--- src/rtl/smol_decode.sv ---
// smolCore decode/operand-issue stage: RV32I decode, immediate build, 32x32 register
// file with writeback bypass, and a registered, stall-able issue bundle toward execute.
module smol_decode #(
  parameter int unsigned     PC_W         = 32,
  parameter logic [PC_W-1:0] RESET_PC_OUT = '0
) (
  input  logic            clk,
  input  logic            rst,
  input  logic            in_valid,
  output logic            in_ready,
  input  logic [31:0]     in_instr,
  input  logic [PC_W-1:0] in_pc,
  input  logic            flush,
  input  logic            wb_we,
  input  logic [4:0]      wb_rd,
  input  logic [31:0]     wb_data,
  output logic            out_valid,
  input  logic            out_ready,
  output logic [4:0]      op_sel,
  output logic [31:0]     rs1_val,
  output logic [31:0]     rs2_val,
  output logic [31:0]     rs2_or_imm,
  output logic [31:0]     imm,
  output logic [4:0]      rd,
  output logic            reg_we,
  output logic            is_load,
  output logic            is_store,
  output logic            is_branch,
  output logic            is_jal,
  output logic            is_jalr,
  output logic [2:0]      funct3,
  output logic            illegal,
  output logic [PC_W-1:0] out_pc
);

  localparam int unsigned XLEN   = 32;
  localparam int unsigned NREG   = 32;
  localparam int unsigned OP_W   = 5;

  localparam logic [6:0] OPC_LUI    = 7'b0110111;
  localparam logic [6:0] OPC_AUIPC  = 7'b0010111;
  localparam logic [6:0] OPC_JAL    = 7'b1101111;
  localparam logic [6:0] OPC_JALR   = 7'b1100111;
  localparam logic [6:0] OPC_BRANCH = 7'b1100011;
  localparam logic [6:0] OPC_LOAD   = 7'b0000011;
  localparam logic [6:0] OPC_STORE  = 7'b0100011;
  localparam logic [6:0] OPC_OPIMM  = 7'b0010011;
  localparam logic [6:0] OPC_OP     = 7'b0110011;

  localparam logic [6:0] F7_BASE = 7'b0000000;
  localparam logic [6:0] F7_ALT  = 7'b0100000;

  localparam logic [OP_W-1:0] ALU_SUB  = 5'd1;
  localparam logic [OP_W-1:0] ALU_SLL  = 5'd6;
  localparam logic [OP_W-1:0] ALU_SRL  = 5'd5;
  localparam logic [OP_W-1:0] ALU_LUI  = 5'd8;
  localparam logic [OP_W-1:0] ALU_AUI  = 5'd9;
  localparam logic [OP_W-1:0] ALU_JMP  = 5'd10;
  localparam logic [OP_W-1:0] ALU_SRA  = 5'd12;
  localparam logic [OP_W-1:0] ALU_ADDR = 5'd13;

  // funct3 -> ALU op for the base (f7=0) arithmetic group
  function automatic logic [OP_W-1:0] f3_to_op(input logic [2:0] f3);
    logic [OP_W-1:0] op;
    case (f3)
      3'b000:  op = 5'd0;
      3'b001:  op = 5'd6;
      3'b010:  op = 5'd11;
      3'b011:  op = 5'd7;
      3'b100:  op = 5'd4;
      3'b101:  op = 5'd5;
      3'b110:  op = 5'd3;
      default: op = 5'd2;
    endcase
    return op;
  endfunction

  // Register file and bundle state
  logic [XLEN-1:0] regs_q [NREG];
  logic [XLEN-1:0] regs_d [NREG];

  logic            out_valid_q, out_valid_d;
  logic [OP_W-1:0] op_sel_q, op_sel_d;
  logic [XLEN-1:0] rs1_val_q, rs1_val_d;
  logic [XLEN-1:0] rs2_val_q, rs2_val_d;
  logic [XLEN-1:0] rs2_or_imm_q, rs2_or_imm_d;
  logic [XLEN-1:0] imm_q, imm_d;
  logic [4:0]      rd_q, rd_d;
  logic            reg_we_q, reg_we_d;
  logic            is_load_q, is_load_d;
  logic            is_store_q, is_store_d;
  logic            is_branch_q, is_branch_d;
  logic            is_jal_q, is_jal_d;
  logic            is_jalr_q, is_jalr_d;
  logic [2:0]      funct3_q, funct3_d;
  logic            illegal_q, illegal_d;
  logic [PC_W-1:0] out_pc_q, out_pc_d;
  logic [4:0]      rs1_addr_q, rs1_addr_d;
  logic [4:0]      rs2_addr_q, rs2_addr_d;
  logic            use_rs2_q, use_rs2_d;

  // Instruction fields and immediates
  logic [6:0]  opc, f7;
  logic [2:0]  f3;
  logic [4:0]  rs1_a, rs2_a, rd_a;
  logic [31:0] imm_i, imm_s, imm_b, imm_u, imm_j;

  always_comb begin
    opc   = in_instr[6:0];
    rd_a  = in_instr[11:7];
    f3    = in_instr[14:12];
    rs1_a = in_instr[19:15];
    rs2_a = in_instr[24:20];
    f7    = in_instr[31:25];
    imm_i = {{20{in_instr[31]}}, in_instr[31:20]};
    imm_s = {{20{in_instr[31]}}, in_instr[31:25], in_instr[11:7]};
    imm_b = {{19{in_instr[31]}}, in_instr[31], in_instr[7], in_instr[30:25],
             in_instr[11:8], 1'b0};
    imm_u = {in_instr[31:12], 12'b0};
    imm_j = {{11{in_instr[31]}}, in_instr[31], in_instr[19:12], in_instr[20],
             in_instr[30:21], 1'b0};
  end

  // Opcode decode; illegal encodings collapse to a neutral bundle at the end
  logic [OP_W-1:0] dec_op;
  logic [31:0]     dec_imm, dec_op2;
  logic            dec_use_rs2, dec_writes, dec_illegal;
  logic            dec_load, dec_store, dec_branch, dec_jal, dec_jalr;

  always_comb begin
    dec_op      = '0;
    dec_imm     = '0;
    dec_op2     = '0;
    dec_use_rs2 = 1'b0;
    dec_writes  = 1'b0;
    dec_illegal = 1'b0;
    dec_load    = 1'b0;
    dec_store   = 1'b0;
    dec_branch  = 1'b0;
    dec_jal     = 1'b0;
    dec_jalr    = 1'b0;
    case (opc)
      OPC_LUI: begin
        dec_op = ALU_LUI; dec_imm = imm_u; dec_op2 = imm_u; dec_writes = 1'b1;
      end
      OPC_AUIPC: begin
        dec_op = ALU_AUI; dec_imm = imm_u; dec_op2 = imm_u; dec_writes = 1'b1;
      end
      OPC_JAL: begin
        dec_op = ALU_JMP; dec_imm = imm_j; dec_op2 = imm_j; dec_writes = 1'b1;
        dec_jal = 1'b1;
      end
      OPC_JALR: begin
        dec_op = ALU_JMP; dec_imm = imm_i; dec_op2 = imm_i; dec_writes = 1'b1;
        dec_jalr = 1'b1;
        dec_illegal = (f3 != 3'b000);
      end
      OPC_BRANCH: begin
        dec_op = ALU_SUB; dec_imm = imm_b; dec_use_rs2 = 1'b1; dec_branch = 1'b1;
        dec_illegal = (f3 == 3'b010) || (f3 == 3'b011);
      end
      OPC_LOAD: begin
        dec_op = ALU_ADDR; dec_imm = imm_i; dec_op2 = imm_i; dec_writes = 1'b1;
        dec_load = 1'b1;
        dec_illegal = (f3 == 3'b011) || (f3 == 3'b110) || (f3 == 3'b111);
      end
      OPC_STORE: begin
        dec_op = ALU_ADDR; dec_imm = imm_s; dec_op2 = imm_s; dec_store = 1'b1;
        dec_illegal = (f3 > 3'b010);
      end
      OPC_OPIMM: begin
        dec_imm = imm_i; dec_op2 = imm_i; dec_writes = 1'b1;
        if (f3 == 3'b001) begin
          dec_op = ALU_SLL;
          dec_illegal = (f7 != F7_BASE);
        end else if (f3 == 3'b101) begin
          dec_op = (f7 == F7_ALT) ? ALU_SRA : ALU_SRL;
          dec_illegal = (f7 != F7_BASE) && (f7 != F7_ALT);
        end else begin
          dec_op = f3_to_op(f3);
        end
      end
      OPC_OP: begin
        dec_use_rs2 = 1'b1; dec_writes = 1'b1;
        if ((f3 == 3'b000) || (f3 == 3'b101)) begin
          if (f7 == F7_ALT) dec_op = (f3 == 3'b000) ? ALU_SUB : ALU_SRA;
          else              dec_op = f3_to_op(f3);
          dec_illegal = (f7 != F7_BASE) && (f7 != F7_ALT);
        end else begin
          dec_op = f3_to_op(f3);
          dec_illegal = (f7 != F7_BASE);
        end
      end
      default: dec_illegal = 1'b1;
    endcase
    if (dec_illegal) begin
      dec_op      = '0;
      dec_imm     = '0;
      dec_op2     = '0;
      dec_use_rs2 = 1'b0;
      dec_writes  = 1'b0;
      dec_load    = 1'b0;
      dec_store   = 1'b0;
      dec_branch  = 1'b0;
      dec_jal     = 1'b0;
      dec_jalr    = 1'b0;
    end
  end

  // Register reads with same-cycle writeback bypass
  logic        wb_hit;
  logic [31:0] rs1_rd, rs2_rd;

  always_comb begin
    wb_hit = wb_we && (wb_rd != 5'd0);
    if (rs1_a == 5'd0)                  rs1_rd = '0;
    else if (wb_hit && wb_rd == rs1_a)  rs1_rd = wb_data;
    else                                rs1_rd = regs_q[rs1_a];
    if (rs2_a == 5'd0)                  rs2_rd = '0;
    else if (wb_hit && wb_rd == rs2_a)  rs2_rd = wb_data;
    else                                rs2_rd = regs_q[rs2_a];
  end

  logic accept, fire, stall;

  always_comb begin
    in_ready = !out_valid_q || out_ready;
    accept   = in_valid && in_ready && !flush;
    fire     = out_valid_q && out_ready;
    stall    = out_valid_q && !out_ready;
  end

  // Next-state for the bundle, handshake and register file
  always_comb begin
    regs_d       = regs_q;
    out_valid_d  = out_valid_q;
    op_sel_d     = op_sel_q;
    rs1_val_d    = rs1_val_q;
    rs2_val_d    = rs2_val_q;
    rs2_or_imm_d = rs2_or_imm_q;
    imm_d        = imm_q;
    rd_d         = rd_q;
    reg_we_d     = reg_we_q;
    is_load_d    = is_load_q;
    is_store_d   = is_store_q;
    is_branch_d  = is_branch_q;
    is_jal_d     = is_jal_q;
    is_jalr_d    = is_jalr_q;
    funct3_d     = funct3_q;
    illegal_d    = illegal_q;
    out_pc_d     = out_pc_q;
    rs1_addr_d   = rs1_addr_q;
    rs2_addr_d   = rs2_addr_q;
    use_rs2_d    = use_rs2_q;

    if (wb_hit) regs_d[wb_rd] = wb_data;

    if (accept) begin
      op_sel_d     = dec_op;
      rs1_val_d    = rs1_rd;
      rs2_val_d    = rs2_rd;
      rs2_or_imm_d = dec_use_rs2 ? rs2_rd : dec_op2;
      imm_d        = dec_imm;
      rd_d         = rd_a;
      reg_we_d     = dec_writes && (rd_a != 5'd0);
      is_load_d    = dec_load;
      is_store_d   = dec_store;
      is_branch_d  = dec_branch;
      is_jal_d     = dec_jal;
      is_jalr_d    = dec_jalr;
      funct3_d     = f3;
      illegal_d    = dec_illegal;
      out_pc_d     = in_pc;
      rs1_addr_d   = rs1_a;
      rs2_addr_d   = rs2_a;
      use_rs2_d    = dec_use_rs2;
    end else if (stall && wb_hit) begin
      // A held bundle keeps tracking writebacks to its source registers
      if (wb_rd == rs1_addr_q) rs1_val_d = wb_data;
      if (wb_rd == rs2_addr_q) begin
        rs2_val_d = wb_data;
        if (use_rs2_q) rs2_or_imm_d = wb_data;
      end
    end

    if (flush)       out_valid_d = 1'b0;
    else if (accept) out_valid_d = 1'b1;
    else if (fire)   out_valid_d = 1'b0;
  end

  always_ff @(posedge clk) begin
    if (rst) begin
      for (int i = 0; i < int'(NREG); i++) regs_q[i] <= '0;
      out_valid_q  <= 1'b0;
      op_sel_q     <= '0;
      rs1_val_q    <= '0;
      rs2_val_q    <= '0;
      rs2_or_imm_q <= '0;
      imm_q        <= '0;
      rd_q         <= '0;
      reg_we_q     <= 1'b0;
      is_load_q    <= 1'b0;
      is_store_q   <= 1'b0;
      is_branch_q  <= 1'b0;
      is_jal_q     <= 1'b0;
      is_jalr_q    <= 1'b0;
      funct3_q     <= '0;
      illegal_q    <= 1'b0;
      out_pc_q     <= RESET_PC_OUT;
      rs1_addr_q   <= '0;
      rs2_addr_q   <= '0;
      use_rs2_q    <= 1'b0;
    end else begin
      for (int i = 0; i < int'(NREG); i++) regs_q[i] <= regs_d[i];
      out_valid_q  <= out_valid_d;
      op_sel_q     <= op_sel_d;
      rs1_val_q    <= rs1_val_d;
      rs2_val_q    <= rs2_val_d;
      rs2_or_imm_q <= rs2_or_imm_d;
      imm_q        <= imm_d;
      rd_q         <= rd_d;
      reg_we_q     <= reg_we_d;
      is_load_q    <= is_load_d;
      is_store_q   <= is_store_d;
      is_branch_q  <= is_branch_d;
      is_jal_q     <= is_jal_d;
      is_jalr_q    <= is_jalr_d;
      funct3_q     <= funct3_d;
      illegal_q    <= illegal_d;
      out_pc_q     <= out_pc_d;
      rs1_addr_q   <= rs1_addr_d;
      rs2_addr_q   <= rs2_addr_d;
      use_rs2_q    <= use_rs2_d;
    end
  end

  assign out_valid  = out_valid_q;
  assign op_sel     = op_sel_q;
  assign rs1_val    = rs1_val_q;
  assign rs2_val    = rs2_val_q;
  assign rs2_or_imm = rs2_or_imm_q;
  assign imm        = imm_q;
  assign rd         = rd_q;
  assign reg_we     = reg_we_q;
  assign is_load    = is_load_q;
  assign is_store   = is_store_q;
  assign is_branch  = is_branch_q;
  assign is_jal     = is_jal_q;
  assign is_jalr    = is_jalr_q;
  assign funct3     = funct3_q;
  assign illegal    = illegal_q;
  assign out_pc     = out_pc_q;

endmodule

--- config.mk ---
export PLATFORM = sky130hd
export DESIGN_NAME = smol_decode
export DESIGN_NICKNAME = d
export VERILOG_FILES = /design/src/rtl/smol_decode.sv
export SDC_FILE = /design/constraint.sdc
export NUM_CORES = 2
export LEC_CHECK = 0
export ABC_AREA = 0
export CAP_MARGIN = 20
export CORE_ASPECT_RATIO = 1.2
export CORE_MARGIN = 8
export CORE_UTILIZATION = 55
export CTS_BUF_LIST = sky130_fd_sc_hd__clkbuf_8 sky130_fd_sc_hd__clkbuf_16
export CTS_CLUSTER_DIAMETER = 50
export DETAILED_ROUTE_END_ITERATION = 7
export MAX_ROUTING_LAYER = met4
export PLACE_DENSITY = 0.83
export SYNTH_ARGS = -nofsm -noshare
export SYNTH_HDL_FRONTEND = slang
export SYNTH_SLANG_ARGS = --single-unit
--- constraint.sdc ---
create_clock -name clk -period 5.9 [get_ports clk]
set_input_delay 1.18 -clock clk [delete_from_list [all_inputs] [get_ports clk]]
set_output_delay 1.18 -clock clk [all_outputs]
set_load 0.005 [all_outputs]
==> results_dict.tcl <==
set metrics [dict create \
    p_leak_nw 22.41 \
    syn2layout_area_growth_pct 13.18 \
    globalRouteOverflowTotal 0 \
    grt_pass1_wl_um 368600 \
    ys_top_cells_by_count "nand2_1 (2,221), dfxtp_1 (1,215), a21oi_1 (1,140), clkbuf_1 (610), mux4_2 (431)" \
    grt_usage_pct 41.43 \
    synthesis.nets 7158 \
    ir_drop_v 0.0002707 \
    cp_slowest_cell "nor2_1" \
    grt_use_met1_pct 45.52 \
    powerDensity_mw_per_mm2 266.0 \
    pin_count 289 \
    cp.required_ns 6.61 \
    dieHeight_um 379.0 \
    worst_pin_slew_ns 1.403 \
    drive_above_1_share_pct 13.27 \
    crit_type "in2reg" \
    critPathCaptureType "flop" \
    power_frac_comb_pct 10.3 \
    slew_viol_final 0 \
    cap_viol_max_count 0 \
    clkTransAtPathRegs_ns 0.07 \
    r2r_end "rs2_val[10]" \
    antenna_found_initial 20 \
    post_cts_resized 0 \
    io_buffers 287 \
    cts_tree "yes" \
    cts_root_buffer "clkbuf_16" \
    grt_use_met2_pct 57.69 \
    finalWirelength_um 254800 \
    worstReg2RegStart "out_valid" \
    finalCritPeriodShare_pct 75.23 \
    numCtsBuffers 113 \
    die-area_mm2 0.1207 \
    status "complete, but fails checks" \
    yosysMostFrequentCell "nand2_1" \
    grt_max_degree 224 \
    synth_area_mm2 0.06038 \
    syn_inst 7051 \
    dp_hpwl_um 153600 \
    clock_skew_ns 0.03377 \
    period_minus_slack_ns 4.439 \
    synth_top_cell_by_area "dfxtp_1" \
    synthArstFlopShare_pct 0 \
    critical_path.cell_chain "clkdlybuf4s50_1 > buf_4 > or3_1 > o31ai_4 > or4_1 > nand2_2 > buf_4 > nor2_1 > a221o_1" \
    relSlewSlack_pct 6.211 \
    synth.avg_cell_area_um2 8.563 \
    switching_share_pct 26.57 \
    p_switching_w 0.004829 \
    ys_ff_latch 1215 \
    fmax_mhz 225.3 \
    seq_power_share_pct 46.2 \
    grt_pass1_vias 58040 \
    num-nets-final 7024 \
    worstHoldPathCells 2 \
    std_cell_rows 133 \
    r2r_setup_slack_ns 2.73 \
    cts_max_path_buffers 3 \
    initial_utilization_pct 55.31 \
    clkPwrFrac_pct 43.5 \
    internal_power_w 0.01335 \
    cts_sinks 1215 \
    startpoint_type "input pin" \
    synth-seq-area-share_pct 40.29 \
    drtPass1Iterations 8 \
    finalPower_w 0.01818 \
    vias 61330 \
    grtUsageMet3_pct 18.26 \
    grt_setup_unrepaired "no" \
    avgRoutedWirePerCell_um 30.15 \
    viasPerCell 7.258 \
    final-hold-violation-count 0 \
    synth_top_flop_cell "dfxtp_1" \
    hold_start "is_jalr" \
    cpMostUsedCell "buf_4" \
    cp.arrival_ns 5.15 \
    cp_max_fo 19 \
    synth_top_area_share_pct 40.29 \
    yosys-top-cells-area "dfxtp_1 (40%), mux4_2 (16%), nand2_1 (14%)" \
    ctsHoldBuffers 0 \
    die_w_um 318.5 \
    finalSetupTns_ns 0 \
    n_fill_cell 8513 \
    synth_cell_types 80 \
    slowest_delay_ns 0.78 \
    core_area_mm2 0.1092 \
    postCtsSetupBuffers 0 \
    hp-class "reg2reg" \
    r2r_cells 7 \
    min_to "is_jalr" \
    violations "design-rule violations" \
    yosys_warnings 0 \
    drt_iter0_markers 12570 \
    route.detailed.drc 26 \
    drtAntennaViolNets 0 \
    synth-edff-count 0 \
    gp_congestion 1.012 \
    grt.busiest_layer "met2" \
    final-setup-viol-count 0 \
    htree_levels 3 \
    insertion_delay_ns 0.77 \
]
-- flip-flops by register name, summed over array words and instances (netlist names) --
| register | cells |
|---|---|
| funct3 | 3 |
| illegal | 1 |
| imm | 32 |
| is_branch | 1 |
| is_jal | 1 |
| is_jalr | 1 |
| is_load | 1 |
| is_store | 1 |
| op_sel | 4 |
| out_pc | 32 |
| out_valid | 1 |
| rd | 5 |
| reg_we | 1 |
| regs_q | 1024 |
| rs1_addr_q | 5 |
| rs1_val | 32 |
| rs2_addr_q | 5 |
| rs2_or_imm | 32 |
| rs2_val | 32 |
| use_rs2_q | 1 |
-- layer usage --
layer | routed length (um) | share of wire [%] | vias to the layer above
met5 | 0 | 0 | -
met4 | 26650 | 10 | 0
met3 | 44970 | 18 | 1967
met2 | 104300 | 41 | 6205
met1 | 78820 | 31 | 28620
li1 | - | - | 24530
-- how the worst max path moves through the flow --
| stage | end | depth (start not counted) | from |
|---|---|---|---|
| 2_1_floorplan | rs2_val[29] | 9 | in_instr[20] |
| 3_5_place_dp | rs2_val[10] | 9 | wb_rd[3] |
| 4_1_cts | rs2_val[24] | 9 | wb_rd[3] |
| 3_3_place_gp | rs2_val[12] | 9 | wb_rd[3] |
| 6_report | rs2_val[10] | 9 | wb_rd[3] |
| 5_1_grt | rs2_val[22] | 9 | wb_rd[3] |
-- cell families after synthesis --
kind of cell | count (synthesis) | synth area share (%)
simple gates | 2701 | 18.03
mux | 684 | 20.29
flops | 1215 | 40.29
buf+inv | 754 | 4.891
xor+xnor | 24 | 0.3481
fa+ha+maj | 1 | 0.01658
compound gates | 1671 | 16.13
other cells | 1 | 0.006211
-- power groups by stage --
stage / clock [W] / sequential [W] / combinational, W
final: 0.00790 / 0.00840 / 0.00187
after global routing: 0.00815 / 0.00841 / 0.00190
after CTS: 0.00779 / 0.00840 / 0.00177
after detailed placement: 0 / 0.00858 / 0.00176
after global placement: 0 / 0.00858 / 0.00173
after floorplan: 0 / 0.00855 / 0.00104
-- layout make-up --
class	instances	area [um^2]	share of cell area (%)
Inverter	11	41.29	0.06042
Clock buffer	149	3323	4.863
Tap cell	1417	1773	2.595
Timing Repair Buffer	494	4758	6.963
Clock inverter	58	619.3	0.9063
Multi-Input combinational cell	5082	33440	48.93
Sequential cell	1215	24320	35.59
Antenna cell	24	60.06	0.08789
-- per-stage QoR --
| stage | setup slack, ns | utilization [%] | area [um^2] | instances | hold slack [ns] |
|---|---|---|---|---|---|
| floorplan | 2.390 | - | 60380 | 7051 | 0.4363 |
| global placement | 1.011 | 58.87 | 64270 | 8216 | 0.4389 |
| detailed placement | 0.9573 | 58.87 | 64270 | 8216 | 0.4443 |
| CTS | 1.714 | 62.49 | 68210 | 8423 | 0.4536 |
| global route | 1.342 | 62.58 | 68320 | 8444 | 0.4772 |
| finish | 1.461 | 62.60 | 68330 | 8450 | 0.4540 |
-- critical path, delay by kind of cell --
family / cells / cell delay, ns
buffers and inverters: 3 / 1.18
and+or+nand+nor: 4 / 1.95
AOI/OAI and AO/OA: 2 / 0.79
-- cell usage in the layout, fill, tap and decap left out, types with 28 or more instances in the layout --
cell type / instances
a211oi_1: 32
clkbuf_16: 113
nor2_1: 168
a21oi_1: 1140
nand2b_1: 46
o22ai_1: 68
a22oi_1: 75
buf_4: 185
mux4_2: 431
nand2_1: 2213
a221oi_1: 121
dfxtp_1: 1215
nand3_1: 40
nor2_4: 33
nor2b_1: 43
clkbuf_8: 36
clkdlybuf4s50_1: 277
o21ai_0: 77
nand4_1: 29
a311oi_1: 28
mux2i_1: 246
Note: power is estimated with default switching activity, not from simulation.
